`src/rtl/issue_dual_sched_pkg.sv`:
```
// issue_dual_sched_pkg: shared PC_set entry type and memory-op helpers for the dual-issue scheduler.
package issue_dual_sched_pkg;
    localparam int LDST_MEM_BIT = 3;

    typedef struct packed {
        logic        o_valid;
        logic [15:0] pc;
        logic [4:0]  rf_raddr1;
        logic [4:0]  rf_raddr2;
        logic [4:0]  rf_rd;
        logic        rf_we;
        logic [3:0]  ldst_type;
        logic        mem_we;
        logic [2:0]  br_type;
    } PC_set;

    function automatic logic is_mem(PC_set s);
        return s.ldst_type[LDST_MEM_BIT];
    endfunction

    function automatic logic is_load(PC_set s);
        return is_mem(s) & ~s.mem_we;
    endfunction
endpackage

```
`src/rtl/issue_dual_sched_if.sv`:
```
// issue_dual_sched_if: decode-side inputs, issue-side outputs and control of the dual-issue scheduler.
interface issue_dual_sched_if #(parameter int DEPTH = 8);
    import issue_dual_sched_pkg::*;
    localparam int PTR_W = $clog2(DEPTH);
    PC_set            in_set1;
    PC_set            in_set2;
    PC_set            out_set1;
    PC_set            out_set2;
    logic             in_ready;
    logic             flush_BR;
    logic             stall_DCache;
    logic [PTR_W:0]   q_count;

    modport master (output in_set1, in_set2, flush_BR, stall_DCache,
                    input  in_ready, out_set1, out_set2, q_count);
    modport slave  (input  in_set1, in_set2, flush_BR, stall_DCache,
                    output in_ready, out_set1, out_set2, q_count);
endinterface

```
`src/rtl/issue_dual_sched_pair_check.sv`:
```
// issue_pair_check: load-use hazards for slots A/B and legality of issuing B alongside A.
module issue_pair_check
    import issue_dual_sched_pkg::*;
(
    input  PC_set      a,
    input  PC_set      b,
    input  logic       ld_v,
    input  logic [4:0] ld_rd,
    output logic       lu_a,
    output logic       lu_b,
    output logic       pair_ok
);
    logic raw, waw, unused_fields;

    function automatic logic lu(PC_set x, logic v, logic [4:0] rd);
        return v & (rd != 5'd0) & ((x.rf_raddr1 == rd) | (x.rf_raddr2 == rd));
    endfunction

    assign lu_a    = lu(a, ld_v, ld_rd);
    assign lu_b    = lu(b, ld_v, ld_rd);
    assign raw     = a.rf_we & (a.rf_rd != 5'd0) & ((a.rf_rd == b.rf_raddr1) | (a.rf_rd == b.rf_raddr2));
    assign waw     = a.rf_we & b.rf_we & (a.rf_rd == b.rf_rd) & (a.rf_rd != 5'd0);
    // single DCache port, and nothing may ride behind a branch
    assign pair_ok = ~raw & ~waw & ~(is_mem(a) & is_mem(b)) & (a.br_type == 3'd0);
    assign unused_fields = ^{a.o_valid, a.pc, a.mem_we, a.ldst_type[2:0],
                             b.o_valid, b.pc, b.mem_we, b.ldst_type[2:0], b.br_type};
endmodule

```
`src/rtl/issue_dual_sched.sv`:
```
// issue_dual_sched: circular issue queue picking up to two in-order instructions per cycle.
module issue_dual_sched
    import issue_dual_sched_pkg::*;
#(
    parameter int DEPTH = 8
) (
    input logic                clk,
    input logic                rstn,
    issue_dual_sched_if.slave  io
);
    localparam int PTR_W = $clog2(DEPTH);

    PC_set            mem_q [DEPTH];
    PC_set            mem_d [DEPTH];
    logic [PTR_W-1:0] head_q, head_d, tail_q, tail_d, head_n1;
    logic [PTR_W:0]   cnt_q, cnt_d;
    logic             ld_v_q, ld_v_d;
    logic [4:0]       ld_rd_q, ld_rd_d;
    PC_set            ent_a, ent_b;
    logic             lu_a, lu_b, pair_ok, issue_a, issue_b, do_enq, v1, v2, ld_b, ld_a;
    logic [1:0]       enq_n, deq_n;

    issue_pair_check u_chk (
        .a       (ent_a),
        .b       (ent_b),
        .ld_v    (ld_v_q),
        .ld_rd   (ld_rd_q),
        .lu_a    (lu_a),
        .lu_b    (lu_b),
        .pair_ok (pair_ok)
    );

    always_comb begin
        head_n1      = head_q + PTR_W'(1);
        ent_a        = mem_q[head_q];
        ent_b        = mem_q[head_n1];
        io.in_ready  = cnt_q <= (PTR_W+1)'(DEPTH - 2);
        issue_a      = (cnt_q != 0) & ~io.flush_BR & ~io.stall_DCache & ~lu_a;
        issue_b      = issue_a & (cnt_q >= 2) & ~lu_b & pair_ok;
        io.out_set1  = ent_a;
        io.out_set1.o_valid = issue_a;
        io.out_set2  = ent_b;
        io.out_set2.o_valid = issue_b;
        io.q_count   = cnt_q;
        v1           = io.in_set1.o_valid;
        v2           = io.in_set2.o_valid;
        do_enq       = io.in_ready & ~io.flush_BR;
        enq_n        = do_enq ? {1'b0, v1} + {1'b0, v2} : 2'd0;
        deq_n        = {1'b0, issue_a} + {1'b0, issue_b};
        mem_d        = mem_q;
        // a lone in_set2 lands at tail so the queue stays compacted
        if (do_enq & v1) mem_d[tail_q] = io.in_set1;
        if (do_enq & v2) mem_d[tail_q + PTR_W'(v1)] = io.in_set2;
        tail_d       = tail_q + PTR_W'(enq_n);
        head_d       = head_q + PTR_W'(deq_n);
        cnt_d        = cnt_q + (PTR_W+1)'(enq_n) - (PTR_W+1)'(deq_n);
        ld_b         = issue_b & is_load(ent_b);
        ld_a         = issue_a & is_load(ent_a);
        ld_v_d       = io.stall_DCache ? ld_v_q : ld_b | ld_a;
        ld_rd_d      = io.stall_DCache ? ld_rd_q : ld_b ? ent_b.rf_rd : ld_a ? ent_a.rf_rd : ld_rd_q;
        if (io.flush_BR) begin
            head_d = '0;
            tail_d = '0;
            cnt_d  = '0;
            ld_v_d = 1'b0;
        end
    end

    always_ff @(posedge clk or negedge rstn) begin
        if (!rstn) begin
            mem_q   <= '{default: '0};
            head_q  <= '0;
            tail_q  <= '0;
            cnt_q   <= '0;
            ld_v_q  <= 1'b0;
            ld_rd_q <= '0;
        end else begin
            mem_q   <= mem_d;
            head_q  <= head_d;
            tail_q  <= tail_d;
            cnt_q   <= cnt_d;
            ld_v_q  <= ld_v_d;
            ld_rd_q <= ld_rd_d;
        end
    end
endmodule
```
`src/flat_wrapper.sv`:
```
// flat-port wrapper written by rule: the top's interface ports become plain ports
module issue_dual_sched_flat import issue_dual_sched_pkg::*;
#(
    parameter int DEPTH = 8
)
  (clk, rstn, io_in_set1, io_in_set2, io_flush_BR, io_stall_DCache, io_in_ready, io_out_set1, io_out_set2, io_q_count);
  issue_dual_sched_if #(.DEPTH(DEPTH)) io_i ();
  input logic clk;
  input logic rstn;
  input wire logic [$bits(io_i.in_set1)-1:0] io_in_set1;
  input wire logic [$bits(io_i.in_set2)-1:0] io_in_set2;
  input wire logic [$bits(io_i.flush_BR)-1:0] io_flush_BR;
  input wire logic [$bits(io_i.stall_DCache)-1:0] io_stall_DCache;
  output wire logic [$bits(io_i.in_ready)-1:0] io_in_ready;
  output wire logic [$bits(io_i.out_set1)-1:0] io_out_set1;
  output wire logic [$bits(io_i.out_set2)-1:0] io_out_set2;
  output wire logic [$bits(io_i.q_count)-1:0] io_q_count;
  assign io_i.in_set1 = io_in_set1;
  assign io_i.in_set2 = io_in_set2;
  assign io_i.flush_BR = io_flush_BR;
  assign io_i.stall_DCache = io_stall_DCache;
  assign io_in_ready = io_i.in_ready;
  assign io_out_set1 = io_i.out_set1;
  assign io_out_set2 = io_i.out_set2;
  assign io_q_count = io_i.q_count;
  issue_dual_sched #(.DEPTH(DEPTH)) u_core (.clk(clk), .rstn(rstn), .io(io_i));
endmodule
```
`config.mk`:
```
export PLATFORM = sky130hd
export DESIGN_NAME = issue_dual_sched_flat
export DESIGN_NICKNAME = d
export VERILOG_FILES = /design/src/rtl/issue_dual_sched_pkg.sv /design/src/rtl/issue_dual_sched_if.sv /design/src/rtl/issue_dual_sched_pair_check.sv /design/src/rtl/issue_dual_sched.sv /design/src/flat_wrapper.sv
export SDC_FILE = /design/constraint.sdc
export NUM_CORES = 1
export LEC_CHECK = 0
export ABC_CLOCK_PERIOD_IN_PS = 3950
export CAP_MARGIN = 20
export CORE_MARGIN = 10
export CORE_UTILIZATION = 50
export DETAILED_ROUTE_END_ITERATION = 10
export PLACE_DENSITY = 0.76
export SLEW_MARGIN = 30
export SYNTH_ARGS = -nofsm -noshare
export SYNTH_HDL_FRONTEND = slang
export SYNTH_SLANG_ARGS = --single-unit
```
`constraint.sdc`:
```
create_clock -name clk -period 3.95 [get_ports clk]
set_input_delay 0.5925 -clock clk [delete_from_list [all_inputs] [get_ports clk]]
set_output_delay 0.5925 -clock clk [all_outputs]
set_load 0.005 [all_outputs]
```
==> Yosys cells after proc, flatten, opt, wreduce, memory -nomap -nowiden <==
Cells that the tools add are included.
{ "totals": {"ff_bits": 344, "in_bits": 86, "elab_cells": 173} }
{ "classes": {"add_sub_neg": 8, "magnitude_cmp": 8, "n_eq_ne": 8, "muxes": 22, "bitwise": 42, "n_reduce_logical": 8} }
{ "ops": {"columns": ["cell", "count"], "rows": [
  ["$bwmux 328", 2],
  ["$mux 328", 2],
  ["$bmux 41 s3", 2],
  ["$demux 41 s3", 2],
  ["$mux 40", 4],
  ["$mux 41", 2],
  ["$eq 5x5->1", 7],
  ["$and 1x1->1", 25],
  ["$ge 4x4->1 const B", 4],
  ["$not 3->4", 4],
  ["$mux 5", 2],
  ["$reduce_bool 5->1", 2],
  ["$not 1->1", 9],
  ["$lt 4x1->1 const B", 2],
  ["$add 3x2->3", 2],
  ["$mux 3", 2],
  ["$add 1x1->2", 2],
  ["$add 4x2->4", 1],
  ["$ge 4x2->1 const B", 1],
  ["$le 4x3->1 const B", 1],
  ["$mux 4", 1],
  ["$or 1x1->1", 4],
  ["$reduce_bool 4->1", 1],
  ["$sub 4x2->4", 1],
  ["other kinds (9)", 11]
]} }

==> Longest topological paths before layout <==
Gate-level depths: netlist (run 1).
{ "logic_depth": {"depth_word": 17, "mapped_depth": 20} }

==> By module <==
Synthesis (run 1) repeated with hierarchy kept, for this count alone.
{ "hier_totals": {"hier_cells": 2424, "hier_area_um2": 22017.4} }
{ "by_module_without_submodules": {"columns": ["module", "n_inst", "cells_per_inst", "area_per_inst_um2", "seq_area_each_um2"], "rows": [
  ["issue_dual_sched", 1, 2361, 21554.4, 8608.3],
  ["issue_pair_check", 1, 63, 462.9, 0.0]
]} }

==> Worst setup path after synthesis (run 1) <==
Ideal clock, no wire load.
{ "synth_path": {"kind": "register -> register", "from": "register u_core.head_q[1]", "to": "register u_core.cnt_q[3], in the netlist u_core.io.q_count[3]", "setup_ns": 0.132, "arrival_time_ns": 4.049, "t_required_ns": 3.818, "slack_ns": -0.231, "path_stages_with_launch": 20, "n_path_buf": 3, "path_cell_list": "dfrtp_1 ha_1 clkbuf_1 buf_2 buf_2 mux4_2 mux2i_1 xnor2_1 nand3_1 nor3_1 o21ai_1 and3_1 ha_1 fa_1 inv_1 ha_1 a21o_1 a21oi_1 xnor2_1 nor2_1"} }
{ "synth_via": {"elab_chain_cells": 16, "elab_cells_between_ends": 44} }
{ "synth_lines": {"columns": ["item", "line", "source"], "rows": [
  ["start: declaration", "issue_dual_sched.sv:15", "logic [PTR_W-1:0] head_q, head_d, tail_q, tail_d, head_n1;"],
  ["start signal: assignment", "issue_dual_sched.sv:72", "head_q <= '0;"],
  ["start signal: assignment", "issue_dual_sched.sv:79", "head_q <= head_d;"],
  ["$add 3x1->3", "issue_dual_sched.sv:34", "head_n1 = head_q + PTR_W'(1);"],
  ["$not 3->4 (not written as such)", "issue_dual_sched.sv:36", "ent_b = mem_q[head_n1];"],
  ["$bmux 41 s3", "issue_dual_sched.sv:36", null],
  ["$mux 40 (not written as such) (2 in series)", "issue_dual_sched.sv:36", null],
  ["$eq 5x5->1, or another cell as far along", "issue_dual_sched_pair_check.sv:21", "assign raw = a.rf_we & (a.rf_rd != 5'd0) & ((a.rf_rd == b.rf_raddr1) | (a.rf_rd == b.rf_raddr2));"],
  ["$or 1x1->1 or $and 1x1->1 (tied branches)", "issue_dual_sched_pair_check.sv:21, issue_dual_sched_pair_check.sv:22", null],
  ["$and 1x1->1 (on tied branches)", "issue_dual_sched_pair_check.sv:21, issue_dual_sched_pair_check.sv:22", null],
  ["$not 1->1", "issue_dual_sched_pair_check.sv:24", "assign pair_ok = ~raw & ~waw & ~(is_mem(a) & is_mem(b)) & (a.br_type == 3'd0);"],
  ["$and 1x1->1 (3 in series)", "issue_dual_sched_pair_check.sv:24", null],
  ["$and 1x1->1 (*)", "issue_dual_sched.sv:39", "issue_b = issue_a & (cnt_q >= 2) & ~lu_b & pair_ok;"],
  ["via u_core.issue_b", "issue_dual_sched.sv:20", "logic lu_a, lu_b, pair_ok, issue_a, issue_b, do_enq, v1, v2, ld_b, ld_a;"],
  ["$add 1x1->2 (*)", "issue_dual_sched.sv:49", "deq_n = {1'b0, issue_a} + {1'b0, issue_b};"],
  ["$sub 4x2->4 (*)", "issue_dual_sched.sv:56", "cnt_d = cnt_q + (PTR_W+1)'(enq_n) - (PTR_W+1)'(deq_n);"],
  ["$mux 4 (*)", "issue_dual_sched.sv:61", "if (io.flush_BR) begin"],
  ["via u_core.cnt_d[3]", "issue_dual_sched.sv:16", "logic [PTR_W:0] cnt_q, cnt_d;"],
  ["end signal: assignment", "issue_dual_sched.sv:81", "cnt_q <= cnt_d;"],
  ["end: declaration", "issue_dual_sched.sv:16", null]
]} }
Mark *: on every way through the listed nets, which the timed path passes. The rest lies on a longest branch. The select of a mux whose other input is x is not followed.
A chain may end at the register's enable or synchronous reset.

==> Worst setup path after layout (run 1) <==
{ "layout_path": {"from": "register u_core.head_q[0]", "to": "register u_core.cnt_q[3], in the netlist u_core.io.q_count[3]"} }
{ "layout_via": {"elab_chain_cells": 16, "elab_cells_between_ends": 44} }
{ "layout_lines": {"columns": ["item", "line"], "rows": [
  ["$add 3x1->3", "issue_dual_sched.sv:34"],
  ["$not 3->4 (not written as such)", "issue_dual_sched.sv:36"],
  ["$bmux 41 s3", "issue_dual_sched.sv:36"],
  ["$mux 40 (not written as such) (2 in series)", "issue_dual_sched.sv:36"],
  ["$eq 5x5->1, or another cell as far along", "issue_dual_sched_pair_check.sv:21"],
  ["$or 1x1->1 or $and 1x1->1 (tied branches)", "issue_dual_sched_pair_check.sv:21, issue_dual_sched_pair_check.sv:22"],
  ["$and 1x1->1 (on tied branches)", "issue_dual_sched_pair_check.sv:21, issue_dual_sched_pair_check.sv:22"],
  ["$not 1->1", "issue_dual_sched_pair_check.sv:24"],
  ["$and 1x1->1 (3 in series)", "issue_dual_sched_pair_check.sv:24"],
  ["$and 1x1->1", "issue_dual_sched.sv:39"],
  ["$add 1x1->2 (*)", "issue_dual_sched.sv:49"],
  ["$sub 4x2->4 (*)", "issue_dual_sched.sv:56"],
  ["$mux 4 (*)", "issue_dual_sched.sv:61"],
  ["via u_core.cnt_d[3]", "issue_dual_sched.sv:16"]
]} }
Marked as above.

==> flow_summary.toml, run 1 <==
[outcome]
status = "finished, violations left"
violations = "negative setup slack"

[synthesis]
ys_seq_area_share_pct = 38.36
yosys-top-cells-count = "mux2i_1 (395), dfrtp_1 (336), nand2_1 (256)"
synth_most_common_cell = "mux2i_1"
synth_area_um2 = 21920
synth_edf_count = 0
synth_ff_type = "dfrtp_1"
synth_area_per_cell_um2 = 10.27
ys_async_sr_fraction_pct = 100.0
yosysTopAreaCell = "dfrtp_1"
syn_nets = 2238
netlist.area_leader.share_pct = 38.36
ys_ff_latch = 336
synth.yosys.warnings = 0
synth_area_leaders = "dfrtp_1 (38%), mux2i_1 (18%), mux4_2 (13%)"
post_synth_num_cell_types = 64
syn_inst = 2135

[clock_network]
clk_pin_slew_worst_paths_ns = 0.06
clkLatencyLatePin_ns = 0.58
clock-sinks = 336
h-tree-depth = 2
cts_made_buffers = 40
ctsLongestPathBuffers = 3
cts_tree = "done"
clock-root-buffer = "clkbuf_16"

[grt]
antenna_found_initial = 9
grtUsageMet2_pct = 43.10
grt_max_degree = 131
grt_pass1_vias = 18630
gr-max-usage-layer = "met2"
met1_usage_pct = 34.20
track_usage_pct = 26.81
grt_overflow_total = 0
globalRouteMet3Util_pct = 5.921
grt_pass1_wl_um = 111600

[setup_path]
critPathSlowestCell = "mux4_2"
required_ns = 4.41
cp-start-kind = "flop"
cp-end-kind = "flop"
worstPathArrival_ns = 4.72
path_max_fanout = 5
path_buf_inv = 3
critPathMaxStageDelay_ns = 0.52
cp_common_cell = "ha_4"
critPathKind = "flop to flop"
path_cells = "ha_4 > buf_12 > buf_12 > mux2i_1 > mux4_2 > a21oi_2 > o221ai_2 > nor4_4 > nor4_4 > and3_4 > ha_4 > fa_1 > inv_2 > ha_4 > a21o_1 > a21oi_2 > xnor2_1 > nor2_1"
cp_top_family = "adder cells"

[sta]
hold_viol_final = 0
setup_ws_ns = -0.3139
setup-tns-final_ns = -1.162
max_freq_ghz = 0.2345
period_needed_ns = 4.264
clock_skew_ns = 0.01563
worst-slew-pin-transition_ns = 0.9030
relSlewSlack_pct = 39.62
rsz0062_at_grt = "yes"
holdWs_ns = 0.5194
setup_viol = 5
period_share_pct = 107.9
slew_violations = 0

[die]
fp-row-count = 76
coreArea_um2 = 43170
io_pins = 173
die_x_um = 229.4
fp.dieH_um = 229.4
initial_core_util_pct = 50.77
dieArea_um2 = 52610

[placement]
io_buffers = 172
gp_congestion = 0.9416
place_ws_ns = -0.3889
dp_hpwl_um = 45950

[route]
route.detailed.wl_per_inst_um = 24.92
vias_per_cell = 6.256
dr_total_vias = 18250
drtIter0Drc = 2330
ant_nets = 0
drc = 0
drtPass1Iterations = 6
drt_wl_total_um = 72700

[power]
p_leak_nw = 11.83
ir_drop_mv = 0.4482
powerDensity_nw_per_um2 = 718.3

[layout]
final_nets = 2402
drive_gt1_share_pct = 21.50
multi_input_area_um2 = 12710
fillers = 3353
synthToLayoutAreaGrowth_pct = 22.94
register_area_um2 = 8419
fin_util_pct = 62.42

[min_path]
hold_path_class = "primary input to async pin"

[flow_run]
maxCapViolCount = 0
state kept, by name, indices dropped and copies added, names as in the netlist:
signal             count
u_core.ld_v_q          1
u_core.head_q          3
u_core.io.q_count      4
u_core.ld_rd_q         5
u_core.tail_q          3
u_core.mem_q         320
layout make-up:
class | count | area share (%)
Tap cell | 585 | 2.716
Multi-Input combinational cell | 1518 | 47.17
Sequential cell | 336 | 31.25
Timing Repair Buffer | 367 | 13.53
Clock buffer | 55 | 4.109
Antenna cell | 6 | 0.05572
Clock inverter | 14 | 0.6640
Inverter | 36 | 0.5108
cell usage in the layout (no fill, tap or decap), drive strengths merged, types with 3 or more instances in the layout:
cell type        n
mux2i          396
dfrtp          336
nand2          256
buf            194
nor2           182
clkdlybuf4s50  170
a21oi          170
o21ai          164
mux4           136
clkbuf          55
mux2            48
inv             38
xnor2           23
nand3           17
nor3            14
ha              13
nor2b           10
clkinv           9
xor2             8
o22ai            8
nand3b           7
diode            6
nand4            6
nor3b            6
nand2b           5
and3             5
or2              5
fa               4
a22oi            3
bufinv           3
nor4             3
per-layer routing:
| layer | share of wire (%) | up-vias |
|---|---|---|
| met5 | 0.056 | - |
| met1 | 40 | 9083 |
| met2 | 47 | 1030 |
| li1 | - | 7936 |
| met4 | 4.1 | 6 |
| met3 | 9.0 | 194 |
per-stage QoR:
stage | cell area [µm²] | std cells | power, mW
CTS | 26760 | 2902 | 19.06
global placement | 25060 | 2816 | 14.51
floorplan | 21950 | 2135 | 10.65
global route | 26940 | 2914 | 20.30
detailed placement | 25060 | 2816 | 14.88
finish | 26950 | 2917 | 19.36
cells by family (layout without fill, tap and decap cells):
logic type | count (synthesis) | after routing | share of synthesized area, %
buffers and inverters | 281 | 472 | 5.486
flip-flops | 336 | 336 | 38.36
adder cells (fa/ha/maj) | 17 | 17 | 1.107
AO/OA/AOI/OAI | 368 | 368 | 8.939
XOR/XNOR | 31 | 31 | 1.273
AND/OR/NAND/NOR | 522 | 522 | 10.09
other | 0 | 6 | 0
multiplexers | 580 | 580 | 34.75
timing repair:
| action | in CTS | in global routing |
|---|---|---|
| resized for setup | 46 | 22 |
| endpoints found under the setup margin | 8 | 7 |
| endpoints found under the hold margin | 39 | 0 |
| setup buffers | 14 | 11 |
| pin swaps | 22 | 15 |
| cloned | 2 | 0 |
| hold buffers | 1 | 0 |
worst paths after layout:
check                                        to         startpoint  cells past startpoint  slack (ns)
max                        u_core.io.q_count[3]   u_core.head_q[0]                     18       -0.31
min                           u_core.mem_q[212]               rstn                      2        0.52
max reg2reg                u_core.io.q_count[3]   u_core.head_q[0]                     18       -0.31
min reg2reg                   u_core.mem_q[192]  u_core.mem_q[192]                      2        0.59
max in group asynchronous      u_core.mem_q[68]               rstn                      3        2.37
min in group clk              u_core.mem_q[192]  u_core.mem_q[192]                      2        0.59
power by group:
part / internal, mW / total (mW) / switching [mW] / leakage, nW
sequential: 4.64 / 5.72 / 1.08 / 4.34
combinational: 5.52 / 9.93 / 4.41 / 6.85
clock: 2.17 / 3.71 / 1.54 / 0.636
Power figures use the tool's default switching activity.
==> run 2: changes to the inputs <==
--- a/config.mk
+++ b/config.mk
@@ -8,9 +8,10 @@
 export ABC_CLOCK_PERIOD_IN_PS = 3950
 export CAP_MARGIN = 20
 export CORE_MARGIN = 10
-export CORE_UTILIZATION = 50
+export CORE_UTILIZATION = 44
 export DETAILED_ROUTE_END_ITERATION = 10
-export PLACE_DENSITY = 0.76
+export MAX_ROUTING_LAYER = met4
+export PLACE_DENSITY = 0.68
 export SLEW_MARGIN = 30
 export SYNTH_ARGS = -nofsm -noshare
 export SYNTH_HDL_FRONTEND = slang
==> run 2 against run 1 <==
The flow still finishes with violations (negative setup slack). Sequential share of layout area decreased by 0.25 points. Global-route usage decreased by 2.1 points. Clock skew increased by 0.013 ns. Critical path depth increased by 2. Highest routed layer is now met4. Power decreased by 0.35%. Hold slack improved by 0.018 ns. Sequential cell count unchanged.
==> flow_summary.toml, run 2 (synthesized netlist as in run 1, its figures left out) <==
[outcome]
status = "finished, violations left"
violations = "negative setup slack"

[die]
dieArea_um2 = 59140
die_x_um = 243.2
io_pins = 173
initial_core_util_pct = 44.68
coreArea_um2 = 49050
fp-row-count = 81
fp.dieH_um = 243.2

[placement]
dp_hpwl_um = 47090
dp.cells = 2904
io_buffers = 172
gp_congestion = 0.9675

[layout]
final_common_cell = "mux2i_1"
drive_gt1_share_pct = 21.88
synthToLayoutAreaGrowth_pct = 23.94
final_cell_mix = "mux2i_1 (393), dfrtp_1 (333), nand2_1 (252)"
final_nets = 2416
largest_reg_flops = 320
fin_cells = 3013
largest_register = "u_core.mem_q"

[sta]
relSlewSlack_pct = 33.59
clock_skew_ns = 0.02842
hold_viol_final = 0
setup-tns-final_ns = -1.177
setup_ws_ns = -0.3223
period_share_pct = 108.2
period_needed_ns = 4.272
slew_violations = 0
max_freq_ghz = 0.2341
setup_viol = 6
worst-slew-pin-transition_ns = 0.9962
rsz0062_at_grt = "yes"

[route]
drtPass1Iterations = 5
drc = 0
vias_per_cell = 5.943
route.detailed.wl_per_inst_um = 24.18
drt_wl_total_um = 72860
dr_total_vias = 17910
drtIter0Drc = 1858
ant_nets = 0

[min_path]
hold_path_class = "primary input to async pin"

[clock_network]
cts_made_buffers = 40
ctsLongestPathBuffers = 3
clock-root-buffer = "clkbuf_16"
clkLatencyLatePin_ns = 0.58
cts_tree = "done"
h-tree-depth = 2
clk_pin_slew_worst_paths_ns = 0.07
clock-sinks = 336

[grt]
grt_overflow_total = 0
grt_pass1_wl_um = 111200
track_usage_pct = 24.68
grt_max_degree = 118
grt_pass1_vias = 17910
antenna_found_initial = 9

[setup_path]
cp-end-kind = "flop"
cp_common_cell = "ha_4"
path_max_fanout = 10
critPathKind = "flop to flop"
cp_top_family = "adder cells"
worstPathArrival_ns = 4.71
critPathSlowestCell = "dfrtp_4"
path_cells = "ha_4 > buf_12 > buf_12 > buf_16 > mux2i_2 > mux4_2 > xor2_1 > nand3_1 > nor3_1 > o21ai_1 > and3_4 > buf_6 > ha_4 > fa_1 > inv_2 > ha_4 > a21o_1 > a21oi_2 > xnor2_1 > nor2_1"
critPathMaxStageDelay_ns = 0.51
cp-start-kind = "flop"
path_buf_inv = 5
required_ns = 4.39

[power]
ir_drop_mv = 0.3244
powerDensity_nw_per_um2 = 710.0
p_leak_nw = 11.89
finalPower_mw = 19.29

[flow_run]
maxCapViolCount = 0
run 2: changes by cell type in the layout (fill, tap and decap cells not counted), moves of 4 or more:
| cell | before | now |
|---|---|---|
| clkbuf_8 | 5 | 12 |
| buf_16 | 0 | 4 |
| xnor2_1 | 16 | 21 |
| buf_4 | 153 | 163 |
| xnor2_2 | 5 | 1 |
run 2: path summary, 6_finish.rpt:
check                                 start              endpoint  slack (ns)  cells past startpoint
max                        u_core.head_q[1]  u_core.io.q_count[3]       -0.32                     20
min                                    rstn     u_core.mem_q[220]        0.54                      2
max reg2reg                u_core.head_q[1]  u_core.io.q_count[3]       -0.32                     20
min reg2reg                u_core.mem_q[76]      u_core.mem_q[76]        0.59                      2
max in group asynchronous              rstn     u_core.mem_q[144]        2.13                      4
min in group clk           u_core.mem_q[76]      u_core.mem_q[76]        0.59                      2
run 2: final cells by class:
cell class,instances,area [µm²]
well taps,664,830.8
clock inverters,10,112.6
repair buffers,381,3799
multi-input cells,1518,12650
fillers,4235,21890
diodes,9,22.52
inverters,36,137.6
clock buffers,59,1192
flip-flops and latches,336,8419
run 2: timing repair:
| item | 4_1_cts | 5_1_grt |
|---|---|---|
| gates resized for setup | 46 | 16 |
| hold buffers | 0 | 1 |
| endpoints found under the hold margin | 0 | 38 |
| pin swaps | 18 | 10 |
| cloned | 3 | 0 |
| endpoints found under the setup margin | 17 | 9 |
| setup buffers | 21 | 5 |
run 2: report_power, final:
part	leakage (nW)	switching [mW]	internal, mW	total, mW
sequential	4.34	1.06	4.64	5.70
clock	0.646	1.54	2.16	3.70
combinational	6.91	4.37	5.52	9.89
run 2: routing by layer:
layer	vias up	share of wire [%]	global-route usage, %
met1	9004	42	31.76
met3	144	7.4	4.590
met5	-	0	-
met4	0	3.0	7.976
met2	795	48	38.81
li1	7962	-	-
run 2: per-stage QoR:
stage / hold WS, ns / setup slack (ns) / util, % / cell area (µm²)
floorplan: 0.2969 / -0.06153 / - / 21950
global placement: 0.5573 / -0.2575 / 51.45 / 25240
CTS: 0.1709 / -0.2854 / 55.03 / 26990
detailed placement: 0.5809 / -0.2769 / 51.45 / 25240
finish: 0.5378 / -0.3223 / 55.38 / 27160
global route: 0.5580 / -0.4687 / 55.38 / 27160
